==> src/rtl/ila_trigger_ctrl_pkg.sv <==
// Shared RVVI debug types: the ILA trigger controller state encoding,
// default timing constants and a small sizing helper used for the
// shared timer width.
package ila_trigger_ctrl_pkg;

  typedef enum logic [2:0] {
    ST_DISARMED,
    ST_ARMED,
    ST_FIRE,
    ST_WAIT_ACK,
    ST_HOLDOFF
  } ila_trig_state_t;

  localparam int unsigned ILA_PULSE_LEN_DEF   = 10;
  localparam int unsigned ILA_HOLDOFF_DEF     = 64;
  localparam int unsigned ILA_ACK_TIMEOUT_DEF = 1024;

  function automatic int unsigned ila_max3(input int unsigned a,
                                           input int unsigned b,
                                           input int unsigned c);
    int unsigned m;
    m = (a > b) ? a : b;
    return (m > c) ? m : c;
  endfunction

endpackage

==> src/rtl/ila_trig_timer.sv <==
// Shared phase timer for the ILA trigger controller.
// Ports:
//   clk, rst  - clock, async active-high reset
//   clr_i     - zero the count (state entry)
//   en_i      - count up this cycle
//   last_i    - terminal value for the current phase
//   done_o    - count equals last_i (final cycle of the phase)
module ila_trig_timer #(
  parameter int unsigned W = 8
) (
  input  logic         clk,
  input  logic         rst,
  input  logic         clr_i,
  input  logic         en_i,
  input  logic [W-1:0] last_i,
  output logic         done_o
);

  logic [W-1:0] cnt_q;

  always_ff @(posedge clk or posedge rst) begin
    if (rst) begin
      cnt_q <= '0;
    end else if (clr_i) begin
      cnt_q <= '0;
    end else if (en_i) begin
      cnt_q <= cnt_q + W'(1);
    end
  end

  assign done_o = (cnt_q == last_i);

endmodule

==> src/rtl/ila_trigger_ctrl.sv <==
// ILA trigger controller: arms at a frame boundary on software request,
// turns a scanner match pulse into a stretched ILA trigger, optionally
// waits for an ILA acknowledge, then holds off before re-arming.
// Ports:
//   clk, reset          - clock, async active-high reset
//   RvviAxiRvalid/Rlast - receive beat tracking (frame boundary)
//   TriggerMatch        - one-cycle match from frame scanner
//   ArmEn               - software arm level
//   IlaTriggerAck       - one-cycle ILA acknowledge
//   ClearStatus         - clear counters and AckTimeout
//   IlaTrigger, Armed   - registered state decodes
//   FireCount/MissCount - trigger statistics (wrap / saturate)
//   AckTimeout          - sticky acknowledge timeout flag
module ila_trigger_ctrl
  import ila_trigger_ctrl_pkg::*;
#(
  parameter int unsigned PULSE_LEN   = ILA_PULSE_LEN_DEF,
  parameter int unsigned HOLDOFF     = ILA_HOLDOFF_DEF,
  parameter int unsigned ACK_REQ     = 0,
  parameter int unsigned ACK_TIMEOUT = ILA_ACK_TIMEOUT_DEF
) (
  input  logic        clk,
  input  logic        reset,
  input  logic        RvviAxiRvalid,
  input  logic        RvviAxiRlast,
  input  logic        TriggerMatch,
  input  logic        ArmEn,
  input  logic        IlaTriggerAck,
  input  logic        ClearStatus,
  output logic        IlaTrigger,
  output logic        Armed,
  output logic [15:0] FireCount,
  output logic [7:0]  MissCount,
  output logic        AckTimeout
);

  localparam int unsigned TMAX = ila_max3(PULSE_LEN, HOLDOFF, ACK_TIMEOUT);
  localparam int unsigned TW   = $clog2(TMAX + 1);
  localparam logic [TW-1:0] PULSE_LAST = TW'(PULSE_LEN - 1);
  localparam logic [TW-1:0] ACK_LAST   = TW'(ACK_TIMEOUT - 1);
  localparam logic [TW-1:0] HOLD_LAST  = TW'((HOLDOFF == 0) ? 0 : HOLDOFF - 1);

  ila_trig_state_t state_q, state_d, post_fire;
  logic            in_frame_q, in_frame_d;
  logic            ack_seen_q;
  logic            trig_q, armed_q;
  logic [15:0]     fire_cnt_q;
  logic [7:0]      miss_cnt_q;
  logic            ack_to_q;
  logic            arm_ok, fire_now, miss_now, set_timeout;
  logic            timer_clr, timer_en, timer_done;
  logic [TW-1:0]   timer_last;

  always_comb begin
    // Arming looks at the frame state after this beat, so an Rlast beat
    // arms on the same edge.
    in_frame_d = in_frame_q;
    if (RvviAxiRvalid) in_frame_d = ~RvviAxiRlast;
    arm_ok = ArmEn & ~in_frame_d;

    // With no hold-off the trigger phase exits straight to re-arm decision.
    if (HOLDOFF == 0) post_fire = arm_ok ? ST_ARMED : ST_DISARMED;
    else              post_fire = ST_HOLDOFF;

    case (state_q)
      ST_FIRE:     timer_last = PULSE_LAST;
      ST_WAIT_ACK: timer_last = ACK_LAST;
      default:     timer_last = HOLD_LAST;
    endcase

    state_d     = state_q;
    fire_now    = 1'b0;
    set_timeout = 1'b0;
    case (state_q)
      ST_DISARMED: if (arm_ok) state_d = ST_ARMED;
      ST_ARMED: begin
        if (TriggerMatch) begin
          fire_now = 1'b1;
          state_d  = ST_FIRE;
        end else if (!ArmEn) begin
          state_d = ST_DISARMED;
        end
      end
      ST_FIRE: begin
        if (timer_done) begin
          if (ACK_REQ == 0 || ack_seen_q || IlaTriggerAck) state_d = post_fire;
          else                                              state_d = ST_WAIT_ACK;
        end
      end
      ST_WAIT_ACK: begin
        if (IlaTriggerAck) begin
          state_d = post_fire;
        end else if (timer_done) begin
          state_d     = post_fire;
          set_timeout = 1'b1;
        end
      end
      ST_HOLDOFF: if (timer_done) state_d = arm_ok ? ST_ARMED : ST_DISARMED;
      default:    state_d = ST_DISARMED;
    endcase

    miss_now  = TriggerMatch & (state_q != ST_ARMED);
    timer_clr = (state_d != state_q);
    timer_en  = state_q inside {ST_FIRE, ST_WAIT_ACK, ST_HOLDOFF};
  end

  ila_trig_timer #(.W(TW)) u_timer (
    .clk    (clk),
    .rst    (reset),
    .clr_i  (timer_clr),
    .en_i   (timer_en),
    .last_i (timer_last),
    .done_o (timer_done)
  );

  always_ff @(posedge clk or posedge reset) begin
    if (reset) begin
      state_q    <= ST_DISARMED;
      in_frame_q <= 1'b0;
      ack_seen_q <= 1'b0;
      trig_q     <= 1'b0;
      armed_q    <= 1'b0;
    end else begin
      state_q    <= state_d;
      in_frame_q <= in_frame_d;
      if (fire_now)                                 ack_seen_q <= 1'b0;
      else if (state_q == ST_FIRE && IlaTriggerAck) ack_seen_q <= 1'b1;
      trig_q     <= state_d inside {ST_FIRE, ST_WAIT_ACK};
      armed_q    <= (state_d == ST_ARMED);
    end
  end

  always_ff @(posedge clk or posedge reset) begin
    if (reset) begin
      fire_cnt_q <= '0;
      miss_cnt_q <= '0;
      ack_to_q   <= 1'b0;
    end else if (ClearStatus) begin
      fire_cnt_q <= '0;
      miss_cnt_q <= '0;
      ack_to_q   <= 1'b0;
    end else begin
      if (fire_now)                     fire_cnt_q <= fire_cnt_q + 16'd1;
      if (miss_now && miss_cnt_q != '1) miss_cnt_q <= miss_cnt_q + 8'd1;
      if (set_timeout)                  ack_to_q   <= 1'b1;
    end
  end

  assign IlaTrigger = trig_q;
  assign Armed      = armed_q;
  assign FireCount  = fire_cnt_q;
  assign MissCount  = miss_cnt_q;
  assign AckTimeout = ack_to_q;

endmodule
==> config.mk <==
export PLATFORM = sky130hd
export DESIGN_NAME = ila_trigger_ctrl
export DESIGN_NICKNAME = d
export VERILOG_FILES = /design/src/rtl/ila_trigger_ctrl_pkg.sv /design/src/rtl/ila_trig_timer.sv /design/src/rtl/ila_trigger_ctrl.sv
export SDC_FILE = /design/constraint.sdc
export NUM_CORES = 1
export LEC_CHECK = 0
export CAP_MARGIN = 20
export CORE_ASPECT_RATIO = 0.75
export CORE_UTILIZATION = 57
export DETAILED_ROUTE_END_ITERATION = 10
export DONT_BUFFER_PORTS = 1
export MAX_ROUTING_LAYER = met4
export PLACE_DENSITY = 0.86
export SYNTH_ARGS = -nofsm -noshare
export SYNTH_HDL_FRONTEND = slang
export SYNTH_SLANG_ARGS = --single-unit
==> constraint.sdc <==
create_clock -name clk -period 1.9 [get_ports clk]
set_clock_uncertainty 0.2 [all_clocks]
set_input_delay 0.38 -clock clk [delete_from_list [all_inputs] [get_ports clk]]
set_output_delay 0.38 -clock clk [all_outputs]
set_load 0.05 [all_outputs]
## Word level (Yosys, flattened, before mapping)

Index checks and enable logic that the tools add are counted.

| operators by class | value |
|---|---|
| add/sub/neg operators | 3 |
| equal/unequal tests | 11 |
| mux-type cells | 23 |
| bitwise operators | 4 |
| reduce and logical (&&, ||, !) cells | 8 |

Operator list:

| operator | count |
|---|---|
| $mux 16 | 2 |
| $mux 11 | 2 |
| $pmux 10 s2 | 1 |
| $mux 3 | 6 |
| $add 16x1->16 const B | 1 |
| $mux 8 | 2 |
| $pmux 3 s5 | 1 |
| $eq 3x2->1 const B | 4 |
| $add 11x1->11 const B | 1 |
| $eq 11x10->1 | 1 |
| $reduce_bool 2->1 | 5 |
| $mux 1 | 9 |
| $add 8x1->8 const B | 1 |
| $ne 8x8->1 const B | 1 |
| $eq 3x1->1 const B | 2 |
| $eq 3x3->1 const B | 1 |
| $logic_not 3->1 | 1 |
| $ne 3x1->1 const B | 1 |
| $ne 3x3->1 | 1 |
| $reduce_bool 3->1 | 1 |
| $and 1x1->1 | 2 |
| $not 1->1 | 2 |
| $logic_and 1x1->1 | 1 |

| word-level totals | value |
|---|---|
| register bits after elaboration | 42 |
| word-level logic and storage cells | 57 |

## Logic depth before layout (Yosys ltp)

Gate-level depths: netlist of the first run.

| depth | value |
|---|---|
| depth in word-level cells | 9 |
| depth in mapped cells | 7 |

## Modules after synthesis

A second synthesis of the first run with hierarchy kept.

| second synthesis, totals | value |
|---|---|
| cell total of the unflattened synthesis | 242 |
| area total of the unflattened synthesis | 2327.2 µm² |

Modules (own cells, without submodules):

| module | times used | cells an instance | area an instance (µm²) | sequential area each (µm²) |
|---|---|---|---|---|
| ila_trigger_ctrl | 1 | 171 | 1647.8 | 775.7 |
| ila_trig_timer | 1 | 71 | 679.4 | 275.3 |

## Worst setup path before layout of the first run

No wires, ideal clock.

| timing | value |
|---|---|
| path kind | register -> register |
| start | register miss_cnt_q[0], in the netlist MissCount[0] |
| end | register miss_cnt_q[5], in the netlist MissCount[5] |
| data arrival time | 1.899 ns |
| setup slack | -0.331 ns |
| cell stages (with the launch flop) | 7 |
| path buffers | 0 |
| clock period less this slack | 2.231 ns |
| path through | dfrtp_1 > ha_1 > nand2_1 > o311ai_2 > nor3_1 > xnor2_1 > nor2_1 |

| on the way | value |
|---|---|
| longest elaborated chain between the ends | 3 |
| elaborated cells between the ends (all ways) | 6 |
| classes of those cells | add/sub (1); eq/ne (1); mux (2); reduce/logical (2) |

RTL lines:

| item | line | RTL |
|---|---|---|
| start: declaration | ila_trigger_ctrl.sv:48 | `logic [7:0] miss_cnt_q;` |
| start signal: assignment | ila_trigger_ctrl.sv:144 | `if (miss_now && miss_cnt_q != '1) miss_cnt_q <= miss_cnt_q + 8'd1;` |
| $add 8x1->8 or $ne 8x8->1 (tied branches) | ila_trigger_ctrl.sv:144 |  |
| $mux 8 or $logic_and 1x1->1 (tied branches) | ila_trigger_ctrl.sv:144 |  |
| $mux 8 or $reduce_bool 2->1 (tied branches) | -- |  |

Parallel ways exist; a longest one is shown, timed or not. The select of a mux whose other input is x is not followed.
A chain may end at the register's enable or synchronous reset.

## Worst setup path after layout of the first run

| timing | value |
|---|---|
| start | register u_timer.cnt_q[6] |
| end | register u_timer.cnt_q[7] |

| on the way | value |
|---|---|
| longest elaborated chain between the ends | 6 |
| elaborated cells between the ends (all ways) | 10 |
| classes of those cells | add/sub (1); eq/ne (2); mux (6); reduce/logical (1) |

RTL lines:

| item | line | RTL |
|---|---|---|
| start: declaration | ila_trig_timer.sv:19 | `logic [W-1:0] cnt_q;` |
| start signal: assignment | ila_trig_timer.sv:27 | `cnt_q <= cnt_q + W'(1);` |
| $eq 11x10->1 | ila_trig_timer.sv:31 | `assign done_o = (cnt_q == last_i);` |
| $mux 3 | ila_trigger_ctrl.sv:93 | `end else if (timer_done) begin` |
| $mux 3 | ila_trigger_ctrl.sv:91 | `if (IlaTriggerAck) begin` |
| $pmux 3 s5 | ila_trigger_ctrl.sv:74 | `case (state_q)` |
| $ne 3x3->1 | ila_trigger_ctrl.sv:103 | `timer_clr = (state_d != state_q);` |
| $mux 11 or $reduce_bool 2->1 (tied branches) | -- |  |

Parallel ways exist; a longest one is shown, timed or not. The select of a mux whose other input is x is not followed.

==> results.md, run 1 <==
* Die height at 57.1 um
* Die Outline Area at 0.00431 mm2
* Switching share of power at 0.406
* Net total in the final layout at 317
* Fin cells at 359
* Hold Vio Cnt, Final at 0
* Die extent in x at 75.4 um
* Clock tree from TritonCTS: yes
* Number of rows created at floorplan at 19
* Number of H-tree levels at 2
* Area taken by flip-flops and latches at 0.00107 mm2
* Initial antenna violation count at 0
* Largest net degree at the start of global routing at 26
* Relative contribution of sequential cells to total power at 0.346
* Overflow after GRT at 0
* Most common library cell in the layout ignoring fill and taps: sky130_fd_sc_hd__buf_4
* Antenna diode instance count at 0
* Fraction of met2 tracks used by global routing at 0.543
* Post-synth top flop: sky130_fd_sc_hd__dfrtp_1
* Total power at 3.22 mW
* Switching power at 1.31 mW
* Fin worst setup slack at -0.484 ns
* Post-Syn Nets at 249
* Final non-filler cell area at 0.00326 mm2
* Total of warnings raised by yosys at 0
* I/O pin count at 35
* Most used routing layer in global routing: met2
* Standby leakage power at 1.37 nW
* Violated checks: negative setup slack
* Post-Syn Area per Cell at 9.69 um2
* Syn Std Cell Area at 0.00231 mm2
* Clock buffers created by TritonCTS at 5
* Initial standard-cell utilization of the core at 0.614
* P&R area growth vs syn at 41.2%
* Flops & latches, synth at 42
* Instance count of the mapped netlist at 238
* GR Util met1 at 0.440
* Worst-path clk slew at 0.08 ns
* First-pass iteration count of the detailed router at 5
* Max-slew violation count at 0
* PwrDens at 990 mW/mm2
* Worst path arrival time at 2.36 ns
* Max-capacitance violation count at 0
* Commonest cells after routing, fill and taps aside: sky130_fd_sc_hd__buf_4, sky130_fd_sc_hd__dfrtp_1, sky130_fd_sc_hd__nor2_1, sky130_fd_sc_hd__nand2_1, sky130_fd_sc_hd__nor3_2
* Final RePlAce weighted congestion at 0.815
* Total placed cells including tap cells at 336
* Wire length of the first global-routing pass at 10700 um
* Pre-CTS setup slack at -0.239 ns
* Number of filler cells placed in the layout at 164
* Sequential-to-total area share from yosys stat at 0.456
* Number of clock sinks at 42
* Worst max-slew margin expressed relative to the limit at 0.242
* Clock root buffer: sky130_fd_sc_hd__clkbuf_8
* Hold_ws at 0.162 ns
* Layout cells sized above 1 at 0.443
* Worst-Margin Slew at 1.13 ns
* Maximum ir drop on the vdd rail at 0.000770 V
* Final TNS setup at -9.30 ns
* Average wire length per cell after detail routing at 23.7 um
* Number of vias per cell after detailed routing at 6.76
* Violation count after the first detailed-route iteration at 292
* Port Buf Inserts at 0
* Area used by multi-input combinational logic at 0.00143 mm2
* Proportion of register bits with asynchronous set or reset after synthesis at 1.00
* Category of the critical setup timing path: flop to flop
* Tmin final at 2.38 ns
* Overall global routing resource usage at 0.352
* Number of failing setup endpoints in the final timing report at 37
* Standard cell area after detailed placement at 0.00280 mm2
* Distinct cell type count after synthesis at 43
* Final period util at 1.25
* Kind of start point of the critical path: flop
* Total number of vias at 2426
* Critical-path maximum fanout at 5
* Cell Int Power at 1.91 mW
* Share of power burned in combinational logic at 0.475
* Highest attainable clock frequency at 419 MHz
* Count of unresolved DRC violations after routing at 0
* Unrepaired setup endpoints after global routing: true
* Placeable core region at 0.00376 mm2
* Sort of element at the end of the critical path: flop
* Number of synthesized flops with an enable pin at 0
* HPWL after detailed placement at 4090 um
* Class of the tightest hold or removal check: primary input to flop
* Later-pin clock latency in the skew report at 0.29 ns
* Met3 routing resource usage after global routing at 0.0954
* Core utilization of the finished layout at 0.867
* Max Buffers Root-to-Sink at 2
* Vias in the first global route at 2130
* Total wirelength of the detailed-routed design at 8490 um
* Number of nets still failing antenna checks after routing at 0
* Req. time, crit path at 1.88 ns
* Result of the run: finished, violations left
* Clock network power share at 0.179
timing repair:
item | CTS | global route
setup endpoints to repair | 33 | 37
gates cloned | 2 | 0
gates resized for setup | 22 | 35
endpoints found under the hold margin | 35 | 0
pin swaps | 13 | 20
hold buffers | 2 | 0
buffers inserted | 4 | 8
cell usage after synthesis (6+ instances only):
master                     number  area, um2
sky130_fd_sc_hd__nor3_1         8       40.0
sky130_fd_sc_hd__a21oi_1       10       50.1
sky130_fd_sc_hd__xnor2_1       14        123
sky130_fd_sc_hd__o21ai_0       10       50.1
sky130_fd_sc_hd__nor3_2        10        100
sky130_fd_sc_hd__nor2_1        30        113
sky130_fd_sc_hd__or3_1          7       43.8
sky130_fd_sc_hd__inv_1          7       26.3
sky130_fd_sc_hd__nand2_1       20       75.1
sky130_fd_sc_hd__xor2_1        11       96.3
sky130_fd_sc_hd__nand4_1       10       62.6
sky130_fd_sc_hd__dfrtp_1       42       1050
sky130_fd_sc_hd__clkbuf_1       6       22.5
sky130_fd_sc_hd__nand3_1        8       40.0
area by class of cell:
cell class / count / area share
Multi-Input combinational cell: 180 / 0.439
Tap cell: 52 / 0.0200
Inverter: 7 / 0.00807
Sequential cell: 42 / 0.327
Timing Repair Buffer: 70 / 0.181
Clock buffer: 8 / 0.0246
flip-flops by register name (all words and copies together), names as in the netlist:
register	count
u_timer.cnt_q	11
MissCount	8
FireCount	16
IlaTrigger	1
in_frame_q	1
state_q	3
Armed	1
AckTimeout	1
cells by family (layout without fill, tap and decap cells):
logic type      Yosys count  after routing  share of synthesized area
xor+xnor                 25             25                     0.0950
compound gates           34             35                     0.0998
mux                       5              5                     0.0271
buf+inv                  17             85                     0.0353
flops                    42             42                      0.456
fa+ha+maj                 3              3                     0.0163
simple gates            112            112                      0.271
power groups by stage:
stage                     registers, mW  clock network (mW)  logic [mW]
final                              1.12               0.577        1.53
after global routing               1.12               0.617        1.58
after CTS                          1.10               0.553        1.22
after detailed placement           1.12                   0        1.11
after global placement             1.11                   0        1.06
after floorplan                    1.18                   0       0.661
worst max-delay path: stages (launching register included):
cell and delay (ns):
sky130_fd_sc_hd__dfrtp_1 0.37, sky130_fd_sc_hd__buf_4 0.11, sky130_fd_sc_hd__buf_4 0.12, sky130_fd_sc_hd__nand4_1 0.22
sky130_fd_sc_hd__nor3_1 0.38, sky130_fd_sc_hd__a21boi_1 0.19, sky130_fd_sc_hd__a211oi_2 0.37, sky130_fd_sc_hd__buf_4 0.24
sky130_fd_sc_hd__nor3_2 0.06
path summary, 6_finish.rpt:
kind	from	endpoint	slack, ns	cells past startpoint
hold / removal	IlaTriggerAck	state_q[1]	0.16	2
setup reg to reg	u_timer.cnt_q[6]	u_timer.cnt_q[7]	-0.48	8
min in group asynchronous	reset	FireCount[8]	0.39	2
hold reg to reg	MissCount[6]	MissCount[6]	0.43	2
setup / recovery	u_timer.cnt_q[6]	u_timer.cnt_q[7]	-0.48	8
max in group asynchronous	reset	FireCount[12]	0.45	3
per-layer routing:
layer	wire, um	share of wire
met5	0	0
met4	482	0.057
met3	837	0.099
met2	3940	0.46
met1	3230	0.38
Note: power is estimated with default switching activity, not from simulation.
==> inputs of run 2 (changes only) <==
--- a/config.mk
+++ b/config.mk
@@ -5,9 +5,11 @@
 export SDC_FILE = /design/constraint.sdc
 export NUM_CORES = 1
 export LEC_CHECK = 0
+export ABC_AREA = 1
 export CAP_MARGIN = 20
 export CORE_ASPECT_RATIO = 0.75
-export CORE_UTILIZATION = 57
+export CORE_UTILIZATION = 59
+export CTS_CLUSTER_SIZE = 12
 export DETAILED_ROUTE_END_ITERATION = 10
 export DONT_BUFFER_PORTS = 1
 export MAX_ROUTING_LAYER = met4
==> constraint.sdc (replaced) <==
create_clock -name clk -period 3 [get_ports clk]
set_clock_uncertainty 0.2 [all_clocks]
set_input_delay 0.6 -clock clk [delete_from_list [all_inputs] [get_ports clk]]
set_output_delay 0.6 -clock clk [all_outputs]
set_load 0.05 [all_outputs]
==> run 2 against run 1 <==
The run now ends clean; via count down 20%; wire length shrank 45%; combinational power is 98% lower; clock power shrank 34%; critical endpoint is now FireCount[14]; largest cell class unchanged.
==> results.md, run 2 <==
* Tmin final at 2.36 ns (-0.0286 ns)
* Sequential-to-total area share from yosys stat at 0.449 (-0.00706)
* Total number of vias at 1943 (-20%)
* Initial antenna violation count at 0 (unchanged)
* Count of unresolved DRC violations after routing at 0 (unchanged)
* Critical R2R Launch: FireCount[1]
* Die Outline Area at 0.00423 mm2 (-1.8%)
* Clock root buffer: sky130_fd_sc_hd__clkbuf_8
* P&R area growth vs syn at 7.80%
* Final non-filler cell area at 0.00252 mm2 (-22%)
* Wire length of the first global-routing pass at 7930 um (-26%)
* Final RePlAce weighted congestion at 0.862 (+5.8%)
* Critical-path maximum fanout at 4 (-1)
* Post-Syn Nets at 298 (+20%)
* Instance count of the mapped netlist at 287 (+21%)
* Flops & latches, synth at 42 (unchanged)
* Switching power at 0.241 mW (-82%)
* Post-Syn Area per Cell at 8.16 um2 (-16%)
* Total wirelength of the detailed-routed design at 4640 um (-45%)
* Max-slew violation count at 0 (unchanged)
* Post-CTS Setup Bufs at 0 (-4)
* Clock network power share at 0.377 (+0.198)
* Cts repair resizes at 0 (-100%)
* Distinct cell type count after synthesis at 39 (-9.3%)
* Worst path top cell family by delay: flip-flops
* Final TNS setup at 0 ns (+9.30 ns)
* Die height at 56.6 um (-0.91%)
* Sequence of cells on the critical path: ha_1, nand2_1, inv_1, nand2_1, nor2_1, nand3_1, nor2_1, a31oi_1, a211oi_1
* Category of the critical setup timing path: flop to flop
* Quantity of hold-fixing buffers added after cts at 0 (-2)
* Number of vias per cell after detailed routing at 5.55 (-18%)
* Number of clock sinks at 42 (unchanged)
* Max stage delay on crit path at 0.71 ns (+0.33 ns)
* Synth area leaders: sky130_fd_sc_hd__dfrtp_1, sky130_fd_sc_hd__nand2_1, sky130_fd_sc_hd__nor2_1
* Largest register FFs at 16 (unchanged)
* Share of Yosys cell area claimed by the top area cell type at 0.449 (-0.00706)
* HPWL after detailed placement at 3390 um (-17%)
* Result of the run: complete, no violations
* Violation count after the first detailed-route iteration at 111 (-62%)
* Core utilization of the finished layout at 0.677 (-0.190)
* Overall global routing resource usage at 0.255 (-0.0975)
* Most used routing layer in global routing: met1
* Number of synthesized flops with an enable pin at 0 (unchanged)
* Number of H-tree levels at 2 (unchanged)
* Largest net degree at the start of global routing at 43 (+65%)
* Vias in the first global route at 1778 (-17%)
* Fraction of met2 tracks used by global routing at 0.358 (-0.186)
* Worst-Margin Slew at 0.610 ns (-0.524 ns)
* Standby leakage power at 1.19 nW (-13%)
* Switching share of power at 0.239 (-0.167)
* Worst path arrival time at 2.36 ns (about the same)
* Unrepaired setup endpoints after global routing: false
* Fin worst setup slack at 0.644 ns (+1.13 ns)
* Req. time, crit path at 3.01 ns (+1.13 ns)
* Most repeated cell in the gate-level netlist after synthesis: sky130_fd_sc_hd__nand2_1
* GR Util met1 at 0.367 (-0.0727)
* Worst path slowest cell: sky130_fd_sc_hd__dfrtp_1
* Kind of start point of the critical path: flop
* Maximum ir drop on the vdd rail at 0.000374 V (-51%)
* Number of nets still failing antenna checks after routing at 0 (unchanged)
* Highest attainable clock frequency at 425 MHz (+1.2%)
* Commonest cells after routing, fill and taps aside: sky130_fd_sc_hd__nand2_1, sky130_fd_sc_hd__dfrtp_1, sky130_fd_sc_hd__nor2_1, sky130_fd_sc_hd__inv_1, sky130_fd_sc_hd__nand3_1
* Total power at 1.01 mW (-69%)
* Worst max-slew margin expressed relative to the limit at 0.593 (+0.352)
* Max Buffers Root-to-Sink at 2 (unchanged)
* List of most frequent post-synthesis cells: sky130_fd_sc_hd__nand2_1, sky130_fd_sc_hd__dfrtp_1, sky130_fd_sc_hd__nor2_1, sky130_fd_sc_hd__inv_1, sky130_fd_sc_hd__nand3_1
* Share of power burned in combinational logic at 0.036 (-0.439)
* Die extent in x at 74.8 um (-0.91%)
* Startpoint of the most critical setup path: FireCount[1]
* Number of rows created at floorplan at 19 (unchanged)
* Proportion of register bits with asynchronous set or reset after synthesis at 1.00 (unchanged)
* Number of failing setup endpoints in the final timing report at 0 (-100%)
* Sort of element at the end of the critical path: flop
* Pre-CTS setup slack at 0.702 ns (+0.941 ns)
* Total of warnings raised by yosys at 0 (unchanged)
* Clock buffers created by TritonCTS at 5 (unchanged)
* Most common library cell in the layout ignoring fill and taps: sky130_fd_sc_hd__nand2_1
* Post-synth top flop: sky130_fd_sc_hd__dfrtp_1
* Cell Int Power at 0.765 mW (-60%)
* Max-capacitance violation count at 0 (unchanged)
* Hold Vio Cnt, Final at 0 (unchanged)
* Initial standard-cell utilization of the core at 0.628 (+0.0136)
* PwrDens at 398 mW/mm2 (-60%)
* Relative contribution of sequential cells to total power at 0.587 (+0.241)
* Clock tree from TritonCTS: yes
* First-pass iteration count of the detailed router at 4 (-1)
* Overflow after GRT at 0 (unchanged)
* Port Buf Inserts at 0 (unchanged)
* I/O pin count at 35 (unchanged)
* Syn Std Cell Area at 0.00234 mm2 (+1.6%)
* Placeable core region at 0.00373 mm2 (-0.63%)
* Worst-path clk slew at 0.08 ns (about the same)
* Final period util at 0.785 (-0.470)
* Standard cell area after detailed placement at 0.00243 mm2 (-13%)
* Later-pin clock latency in the skew report at 0.29 ns (about the same)
* Total buffers and inverters traversed by the critical path at 1 (-2)
* Number of filler cells placed in the layout at 304 (+85%)
* Met3 routing resource usage after global routing at 0.0557 (-0.0398)
* Average wire length per cell after detail routing at 13.3 um (-44%)
* Antenna diode instance count at 0 (unchanged)
* Net total in the final layout at 308 (-2.8%)
* Class of the tightest hold or removal check: primary input to asynchronous set/reset pin
* Leading area contributor after synthesis: sky130_fd_sc_hd__dfrtp_1
* Layout cells sized above 1 at 0.158 (-0.285)
[run 2: final cells by class]
type	count	area, um2	area share
clock buffers	6	82.6	0.0327
repair buffers	7	52.6	0.0208
flip-flops and latches	42	1050	0.416
inverters	39	149	0.0590
well taps	52	65.1	0.0258
clock inverters	2	12.5	0.00496
multi-input cells	202	1110	0.441
[run 2: power groups by stage]
stage,registers [mW],clock network (mW),logic (mW)
CTS,0.591,0.384,0.0367
floorplan,0.601,0,0.0280
global route,0.592,0.408,0.0426
global placement,0.602,0,0.0347
finish,0.591,0.379,0.0362
detailed placement,0.602,0,0.0367
[run 2: worst register-to-register path, stage by stage, from the launching register on]
cell	delay, ns
sky130_fd_sc_hd__dfrtp_1	0.71
sky130_fd_sc_hd__ha_1	0.28
sky130_fd_sc_hd__nand2_1	0.06
sky130_fd_sc_hd__inv_1	0.09
sky130_fd_sc_hd__nand2_1	0.08
sky130_fd_sc_hd__nor2_1	0.14
sky130_fd_sc_hd__nand3_1	0.15
sky130_fd_sc_hd__nor2_1	0.25
sky130_fd_sc_hd__a31oi_1	0.12
sky130_fd_sc_hd__a211oi_1	0.18
[run 2: kinds of logic after synthesis]
logic type,count (synthesis),synth area share
xor gates and xnor gates,10,0.0374
adders and majority gates,3,0.0160
muxes,1,0.00427
AOI/OAI and AO/OA,40,0.106
and+or+nand+nor,148,0.311
DFF,42,0.449
buffers and inverters,43,0.0764
[run 2: worst paths after layout]
kind                                          to  slack (ns)  cells past startpoint
worst max-delay path               FireCount[14]        0.64                      9
max in group asynchronous           FireCount[2]        2.14                      2
worst max register to register     FireCount[14]        0.64                      9
worst min register to register        in_frame_q        0.29                      2
min in group clk                   FireCount[14]        0.17                      1
worst min-delay path            u_timer.cnt_q[5]        0.11                      2
[run 2: metrics by stage]
step | instances | hold WS, ns
after floorplan | 287 | 0.244
after global placement | 342 | 0.263
after detailed placement | 342 | 0.263
after CTS | 350 | 0.128
after global routing | 350 | 0.154
final | 350 | 0.111
[run 2: metal layers]
layer | routed length [um] | part of all wire | vias to the layer above
met3 | 329 | 0.071 | 5
met4 | 42 | 0.0090 | 0
li1 | - | - | 957
met2 | 2010 | 0.43 | 61
met5 | 0 | 0 | -
met1 | 2260 | 0.49 | 920
